`src/rtl/car_light_cmd_encoder_pkg.sv`:
```
// Shared definitions for the driver-side light command path: command codes,
// button bit positions, light state encoding and the board clock rate.
package car_light_cmd_encoder_pkg;

  localparam int unsigned CLK_HZ = 12_000_000;

  localparam logic [3:0] CMD_IDLE   = 4'b0000;
  localparam logic [3:0] CMD_LEFT   = 4'b1000;
  localparam logic [3:0] CMD_RIGHT  = 4'b0001;
  localparam logic [3:0] CMD_HAZARD = 4'b0100;
  localparam logic [3:0] CMD_BRAKE  = 4'b0010;

  localparam int BTN_LEFT   = 3;
  localparam int BTN_HAZARD = 2;
  localparam int BTN_BRAKE  = 1;
  localparam int BTN_RIGHT  = 0;

  typedef enum logic [1:0] {
    ST_IDLE,
    ST_LEFT,
    ST_RIGHT,
    ST_HAZARD
  } light_state_t;

  function automatic logic [3:0] state_cmd(input light_state_t s);
    logic [3:0] cmd;
    case (s)
      ST_LEFT:   cmd = CMD_LEFT;
      ST_RIGHT:  cmd = CMD_RIGHT;
      ST_HAZARD: cmd = CMD_HAZARD;
      default:   cmd = CMD_IDLE;
    endcase
    return cmd;
  endfunction

  function automatic logic is_turn(input light_state_t s);
    return (s == ST_LEFT) || (s == ST_RIGHT);
  endfunction

endpackage

```
`src/rtl/car_light_cmd_encoder_btn_debounce.sv`:
```
// Single raw button: two-flop synchroniser, counting debouncer and a one-cycle
// pulse on each rising edge of the debounced level.
module btn_debounce #(
  parameter int DEB_CYCLES = 240000,
  parameter int CNT_W      = 27
) (
  input  logic clk,
  input  logic rst,
  input  logic raw,
  output logic level,
  output logic press
);

  localparam logic [CNT_W-1:0] DEB_LAST = CNT_W'(DEB_CYCLES - 1);

  logic             sync_a;
  logic             sync_b;
  logic [CNT_W-1:0] count;

  always_ff @(posedge clk or posedge rst) begin
    if (rst) begin
      sync_a <= 1'b0;
      sync_b <= 1'b0;
    end else begin
      sync_a <= raw;
      sync_b <= sync_a;
    end
  end

  // Any sample that agrees with the current level restarts the hold count,
  // so only an uninterrupted run of DEB_CYCLES differing samples flips it.
  always_ff @(posedge clk or posedge rst) begin
    if (rst) begin
      level <= 1'b0;
      press <= 1'b0;
      count <= '0;
    end else begin
      press <= 1'b0;
      if (sync_b == level) begin
        count <= '0;
      end else if (count == DEB_LAST) begin
        level <= sync_b;
        press <= sync_b;
        count <= '0;
      end else begin
        count <= count + CNT_W'(1);
      end
    end
  end

endmodule

```
`src/rtl/car_light_cmd_encoder.sv`:
```
// Turns four debounced buttons into the one-hot tail-light command, with
// latched turn/hazard state, turn self-cancel and a brake override.
module car_light_cmd_encoder
  import car_light_cmd_encoder_pkg::*;
#(
  parameter int DEB_CYCLES   = int'(CLK_HZ / 50),
  parameter int TURN_TIMEOUT = int'(CLK_HZ * 10),
  parameter int CNT_W        = 27
) (
  input  logic       CLK,
  input  logic       RST,
  input  logic [3:0] BTN,
  output logic [3:0] Switch,
  output logic       CmdChg
);

  localparam logic [CNT_W-1:0] TIMEOUT_LAST = CNT_W'(TURN_TIMEOUT - 1);

  logic [3:0]       level;
  logic [3:0]       press;
  light_state_t     state;
  light_state_t     state_next;
  logic [CNT_W-1:0] turn_timer;
  logic [CNT_W-1:0] timer_next;
  logic [3:0]       switch_next;
  logic             press_left;
  logic             press_right;
  logic             press_hazard;

  for (genvar i = 0; i < 4; i++) begin : g_btn
    btn_debounce #(
      .DEB_CYCLES(DEB_CYCLES),
      .CNT_W     (CNT_W)
    ) u_deb (
      .clk  (CLK),
      .rst  (RST),
      .raw  (BTN[i]),
      .level(level[i]),
      .press(press[i])
    );
  end

  // Only the brake level and the three latching presses drive the command.
  logic unused_btn_bits;
  assign unused_btn_bits = ^{level[BTN_LEFT], level[BTN_HAZARD], level[BTN_RIGHT],
                             press[BTN_BRAKE]};

  assign press_left   = press[BTN_LEFT];
  assign press_right  = press[BTN_RIGHT];
  assign press_hazard = press[BTN_HAZARD];

  // Hazard outranks turns; a simultaneous left+right press is treated as noise.
  always_comb begin
    state_next = state;
    if (press_hazard) begin
      state_next = (state == ST_HAZARD) ? ST_IDLE : ST_HAZARD;
    end else if (press_left && !press_right) begin
      case (state)
        ST_LEFT:   state_next = ST_IDLE;
        ST_HAZARD: state_next = ST_HAZARD;
        default:   state_next = ST_LEFT;
      endcase
    end else if (press_right && !press_left) begin
      case (state)
        ST_RIGHT:  state_next = ST_IDLE;
        ST_HAZARD: state_next = ST_HAZARD;
        default:   state_next = ST_RIGHT;
      endcase
    end

    if ((state_next == state) && is_turn(state) && (turn_timer == TIMEOUT_LAST)) begin
      state_next = ST_IDLE;
    end

    if (!is_turn(state_next) || (state_next != state)) begin
      timer_next = '0;
    end else begin
      timer_next = turn_timer + CNT_W'(1);
    end

    switch_next = level[BTN_BRAKE] ? CMD_BRAKE : state_cmd(state_next);
  end

  always_ff @(posedge CLK or posedge RST) begin
    if (RST) begin
      state      <= ST_IDLE;
      turn_timer <= '0;
      Switch     <= CMD_IDLE;
      CmdChg     <= 1'b0;
    end else begin
      state      <= state_next;
      turn_timer <= timer_next;
      Switch     <= switch_next;
      CmdChg     <= (switch_next != Switch);
    end
  end

endmodule

```
`config.mk`:
```
export PLATFORM = sky130hd
export DESIGN_NAME = car_light_cmd_encoder
export DESIGN_NICKNAME = d
export VERILOG_FILES = /design/src/rtl/car_light_cmd_encoder_pkg.sv /design/src/rtl/car_light_cmd_encoder_btn_debounce.sv /design/src/rtl/car_light_cmd_encoder.sv
export SDC_FILE = /design/constraint.sdc
export NUM_CORES = 1
export LEC_CHECK = 0
export ABC_AREA = 1
export ABC_CLOCK_PERIOD_IN_PS = 6400
export CAP_MARGIN = 20
export CORE_MARGIN = 2
export CORE_UTILIZATION = 49
export DETAILED_ROUTE_END_ITERATION = 16
export GPL_TIMING_DRIVEN = 0
export PLACE_DENSITY = 0.72
export SLEW_MARGIN = 20
export SYNTH_ARGS = -nofsm -noshare
export SYNTH_HDL_FRONTEND = slang
export SYNTH_SLANG_ARGS = --single-unit
```
`constraint.sdc`:
```
create_clock -name CLK -period 6.4 [get_ports CLK]
set_input_delay 1.28 -clock CLK [delete_from_list [all_inputs] [get_ports CLK]]
set_output_delay 1.28 -clock CLK [all_outputs]
set_load 0.03 [all_outputs]
```
Word-level counts from Yosys, hierarchy flattened
Index checks and enable logic that the tools add are counted.
- flip-flop bits (word level): 157
- input port bits: 6
- output and inout bits: 5
- $add $sub $neg: 5
- eq/ne operators: 18
- multiplexer cells: 24
- bitwise operators: 4
- reductions and logical operators: 14
- operators by type and width (kind ; count):
    two-way mux 27 bit ; 9
    adder 27 x 1 -> 27 bit, second input constant ; 5
    equality test 27 x 18 -> 1 bit, second input constant ; 4
    equality test 27 bit, second input constant ; 1
    one-hot mux 4 bit (3 select lines) ; 1
    two-way mux 2 bit ; 5
    equality test 2 bit, second input constant ; 4
    one-hot mux 2 bit (2 select lines) ; 2
    AND reduction 2 bit ; 4
    two-way mux 1 bit ; 6
    equality test 1 bit ; 4
    equality test 2 x 1 -> 1 bit, second input constant ; 2
    logical AND 1 bit ; 4
    two-way mux 4 bit ; 1
    inequality test 4 bit ; 1
    NOT 1 bit ; 4
    zero test 1 bit ; 3
    logical OR 1 bit ; 3
    equality test 2 bit ; 1
    inequality test 2 bit ; 1

Longest topological paths before layout
- word-level depth: 14
- mapped depth: 18
- depth with buffers taken out: 17

By module
A second synthesis with hierarchy kept.
- cells, all modules: 1219
- area, all modules: 9166.3 µm²
- modules (own cells, without submodules) (module ; instances ; cells each ; area an instance (µm²)):
    btn_debounce ; 4 ; 243 ; 1796.7
    car_light_cmd_encoder ; 1 ; 247 ; 1979.4

Worst setup path after synthesis
No wires, ideal clock.
- path kind: register -> register
- from: register state[0]
- to: register CmdChg
- library setup time: 139 ps
- data arrival time: 2331 ps
- path slack: 3930 ps
- cell stages (with the launch flop): 13
- buffers on the path: 0
- clock period less this slack: 2470 ps
- path through: dfrtp_1 -> inv_1 -> ha_1 -> nor3_1 -> nand4_1 -> nor2_4 -> nand4_2 -> nand2_1 -> inv_1 -> ha_1 -> nand2_1 -> xnor2_1 -> or4_1
- longest elaborated chain between the ends: 13
- elaborated cells between the ends (all ways): 20
- classes of those cells: eq/ne (8); mux (9); reduce/logical (3)
- ends and longest elaborated chain (item ; RTL line ; source):
    start: declaration ; car_light_cmd_encoder.sv:21 ; light_state_t state;
    start signal: assignment ; car_light_cmd_encoder.sv:91 ; state <= state_next;
    equality test 2 bit (on tied branches) ; n/a ;
    one-hot mux 2 bit (2 select lines) ; car_light_cmd_encoder.sv:64 ; case (state)
    two-way mux 2 bit ; car_light_cmd_encoder.sv:63 ; end else if (press_right && !press_left) begin
    two-way mux 2 bit ; car_light_cmd_encoder.sv:57 ; end else if (press_left && !press_right) begin
    two-way mux 2 bit ; car_light_cmd_encoder.sv:55 ; if (press_hazard) begin
    equality test 2 bit ; car_light_cmd_encoder.sv:71 ; if ((state_next == state) && is_turn(state) && (turn_timer == TIMEOUT_LAST)) begin
    logical AND 1 bit (2 in series) ; car_light_cmd_encoder.sv:71 ;
    two-way mux 2 bit (*) ; car_light_cmd_encoder.sv:71 ;
    named net state_next[0] ; car_light_cmd_encoder.sv:22 ; light_state_t state_next;
    equality test 2 bit or equality test 2 x 1 -> 1 bit (tied branches) ; car_light_cmd_encoder_pkg.sv:27 ; case (s)
    one-hot mux 4 bit (3 select lines) (*) ; car_light_cmd_encoder_pkg.sv:27 ;
    two-way mux 4 bit (*) ; car_light_cmd_encoder.sv:81 ; switch_next = level[BTN_BRAKE] ? CMD_BRAKE : state_cmd(state_next);
    inequality test 4 bit (*) ; car_light_cmd_encoder.sv:94 ; CmdChg <= (switch_next != Switch);
    end signal: assignment ; car_light_cmd_encoder.sv:94 ;
    end: declaration ; car_light_cmd_encoder.sv:14 ; output logic CmdChg
Mark *: on every way through the listed nets, which the timed path passes. The rest lies on a longest branch.
A chain may end at the register's enable or synchronous reset.

Worst setup path after layout
Ends and elaborated chain as after synthesis.

==> impl_metrics.tcl <==
set metrics [dict create \
    p_comb_frac 0.026 \
    final_area_um2 9640 \
    netlist_top_cells_count "nor2_1 (184), nand2_1 (176), dfrtp_1 (157)" \
    rr_worst_depth 12 \
    grtUsageTotal 0.214 \
    diodes 0 \
    synth_edf_count 0 \
    crit_family "simple AND/OR/NAND/NOR gates" \
    io_buffers 10 \
    clock_skew_ps 9.12 \
    pre_cts_ws_ps 3650 \
    grt_pass1_vias 6893 \
    grt_pass1_wl_um 31900 \
    holdBufCountCts 0 \
    critPathLaunch "state[0]$_DFF_PP0_" \
    path_class "reg2reg" \
    synth_area_leaders "dfrtp_1 (45%), nor2_1 (8.0%), nand2_1 (7.6%)" \
    period_minus_slack_ps 2790 \
    max-slew-margin-rel 0.499 \
    cts_root_buffer "clkbuf_16" \
    hold_depth 0 \
    syn_inst 1085 \
    tns_ps 0 \
    cts-resized-gates 0 \
    timing.rr.end "CmdChg$_DFF_PP0_" \
    max_freq_ghz 0.358 \
    cts_buffer_depth 2 \
    crit_path_end_kind "flip-flop" \
    power_switching_share 0.225 \
    ys_types 32 \
    core_um2 17300 \
    area_growth_pct 11.2 \
    ys_ff_latch 157 \
    critPathMaxStageDelay_ps 510 \
    placed_area_um2 9080 \
    holdWs_ps 352 \
    min_delay_worst_endpoint "g_btn[3].u_deb.sync_b$_DFF_PP0_" \
    power.leakage_nw 4.07 \
    numCtsBuffers 17 \
    tritoncts "yes" \
    min_path_type "reg2reg" \
    synth_nets 1103 \
    row_count 48 \
    rsz0062_at_grt "no" \
    p_sw_mw 0.453 \
    setup_slack_ps 3610 \
    dr.pass1.iters 5 \
    ys.flop_type "dfrtp_1" \
    wl_um 18200 \
    drcViolationCount 0 \
    status "completed" \
    yosysTopAreaCell "dfrtp_1" \
    die_w_um 137 \
    path_max_fanout 6 \
    slew_violations 0 \
    post_cts_buffers 0 \
    critPathBufInv 2 \
    first_iter_violations 563 \
    ys_seq_area_frac 0.453 \
    clock_latency_ps 430 \
    cap_violations 0 \
    viasPerCell 5.24 \
    grt_max_degree 107 \
    r2r_slack_ps 3610 \
    r2r_start "state[0]$_DFF_PP0_" \
    dieArea_um2 18800 \
    htreeDepth 4 \
    start_util 0.501 \
    critPathRequiredTime_ps 6690 \
    gp_congestion 0.949 \
    cp-start-kind "flip-flop" \
    layout.nets 1133 \
    finalHoldViolations 0 \
    io_pins 11 \
    die_h_um 137 \
    cts.sinks 157 \
    crit_chain "inv_1 > ha_1 > nor3_1 > nand4_1 > nor2_4 > nand4_2 > nand2_1 > inv_1 > ha_1 > nand2_1 > xnor2_1 > or4_1" \
    clkPwrFrac 0.472 \
    worst_pin_slew_ps 747 \
    fin_crit_sh 0.436 \
    synth_top_area_frac 0.453 \
    ant_nets 0 \
    clk_pin_slew_ps 60 \
    drive_gt1_frac 0.0745 \
    critical_path_arrival_ps 3080 \
    seq_power_share 0.502 \
    avgSynthCellArea_um2 7.99 \
    ir_drop_mv 0.183 \
    critPathSlowestCell "or4_1" \
    finalSetupViolCount 0 \
    route.vias.total 7091 \
    antenna_found_initial 0 \
    cellPowerDensity_nw_per_um2 209 \
    wire_per_inst_um 13.5 \
    hpwl_um 13500 \
    p_int_mw 1.56 \
    synth-warning-count 0 \
    syn_area_um2 8670 \
    async_flop_share 1.00 \
    grt_overflow 0 \
    min_from "g_btn[3].u_deb.sync_a$_DFF_PP0_" \
    synth_most_common_cell "nor2_1" \
]
-- through the flow --
stage	std cells	total power, mW	util
final	1353	2.01	0.557
after global routing	1353	2.10	0.557
after CTS	1353	2.04	0.557
after detailed placement	1321	1.08	0.525
after global placement	1320	1.08	0.523
after floorplan	1085	1.06	-
-- worst max-delay path by stage --
stage / endpoint / slack, ps / cells past startpoint
after global routing: CmdChg$_DFF_PP0_ / 3370 / 12
final: CmdChg$_DFF_PP0_ / 3610 / 12
after floorplan: CmdChg$_DFF_PP0_ / 890 / 1
after detailed placement: CmdChg$_DFF_PP0_ / 3650 / 12
after global placement: g_btn[0].u_deb.count[7]$_DFF_PP0_ / -1190 / 2
after CTS: CmdChg$_DFF_PP0_ / 3600 / 12
-- cell type report --
cell class / count / area (µm²)
fill: 1586 / 7660
multi-input combinational: 768 / 4100
sequential: 157 / 3930
inverter: 148 / 563
clock buffer: 18 / 439
tap: 225 / 282
timing repair buffer: 11 / 128
clock inverter: 14 / 119
buffer: 12 / 82.6
-- sequential cells by signal, summed over array words and instances (netlist names) --
| signal | flops |
|---|---|
| CmdChg | 1 |
| Switch | 4 |
| g_btn.u_deb.count | 108 |
| g_btn.u_deb.level | 4 |
| g_btn.u_deb.press | 3 |
| g_btn.u_deb.sync_a | 4 |
| g_btn.u_deb.sync_b | 4 |
| state | 2 |
| turn_timer | 27 |
-- cell families after synthesis --
group                      Yosys count  share of synthesized area
adders and majority gates           12                     0.0173
buffers and inverters              160                     0.0736
xor gates and xnor gates            94                     0.0950
DFF                                157                      0.453
and+or+nand+nor                    639                      0.347
AOI/OAI and AO/OA                   23                     0.0140
-- cells in the final DEF (no fill, tap or decap), drive strengths merged, types with 9 or more instances in the layout --
cell / synthesis / routed
nor3: 100 / 100
inv: 148 / 150
xnor2: 22 / 22
nand3: 66 / 66
nor2: 209 / 209
nor4: 26 / 26
clkbuf: 6 / 24
ha: 12 / 12
nand2: 179 / 179
xor2: 72 / 72
o21ai: 9 / 9
a21oi: 10 / 10
clkdlybuf4s50: 0 / 10
dfrtp: 157 / 157
clkinv: 0 / 9
nand4: 43 / 43
-- power by group through the flow --
stage	clock [mW]	sequential (mW)	combinational (mW)
2_1_floorplan	0	1.03	0.0360
3_3_place_gp	0	1.03	0.0517
3_5_place_dp	0	1.03	0.0554
5_1_grt	1.02	1.01	0.0630
4_1_cts	0.970	1.01	0.0560
6_report	0.949	1.01	0.0531
-- worst register-to-register path: stages, from the launching register on --
cell and delay, ps:
dfrtp_1 460, inv_1 110, ha_1 340, nor3_1 190
nand4_1 160, nor2_4 160, nand4_2 150, nand2_1 120
inv_1 80, ha_1 190, nand2_1 110, xnor2_1 70
or4_1 510
-- routing by layer --
layer	global-route usage	wire [µm]	vias to the layer above
met5	0	0	-
met4	0.0733	377	0
met3	0.0541	753	40
met2	0.329	8250	168
met1	0.293	8830	3323
li1	-	-	3560
(Power assumes the default switching activity.)
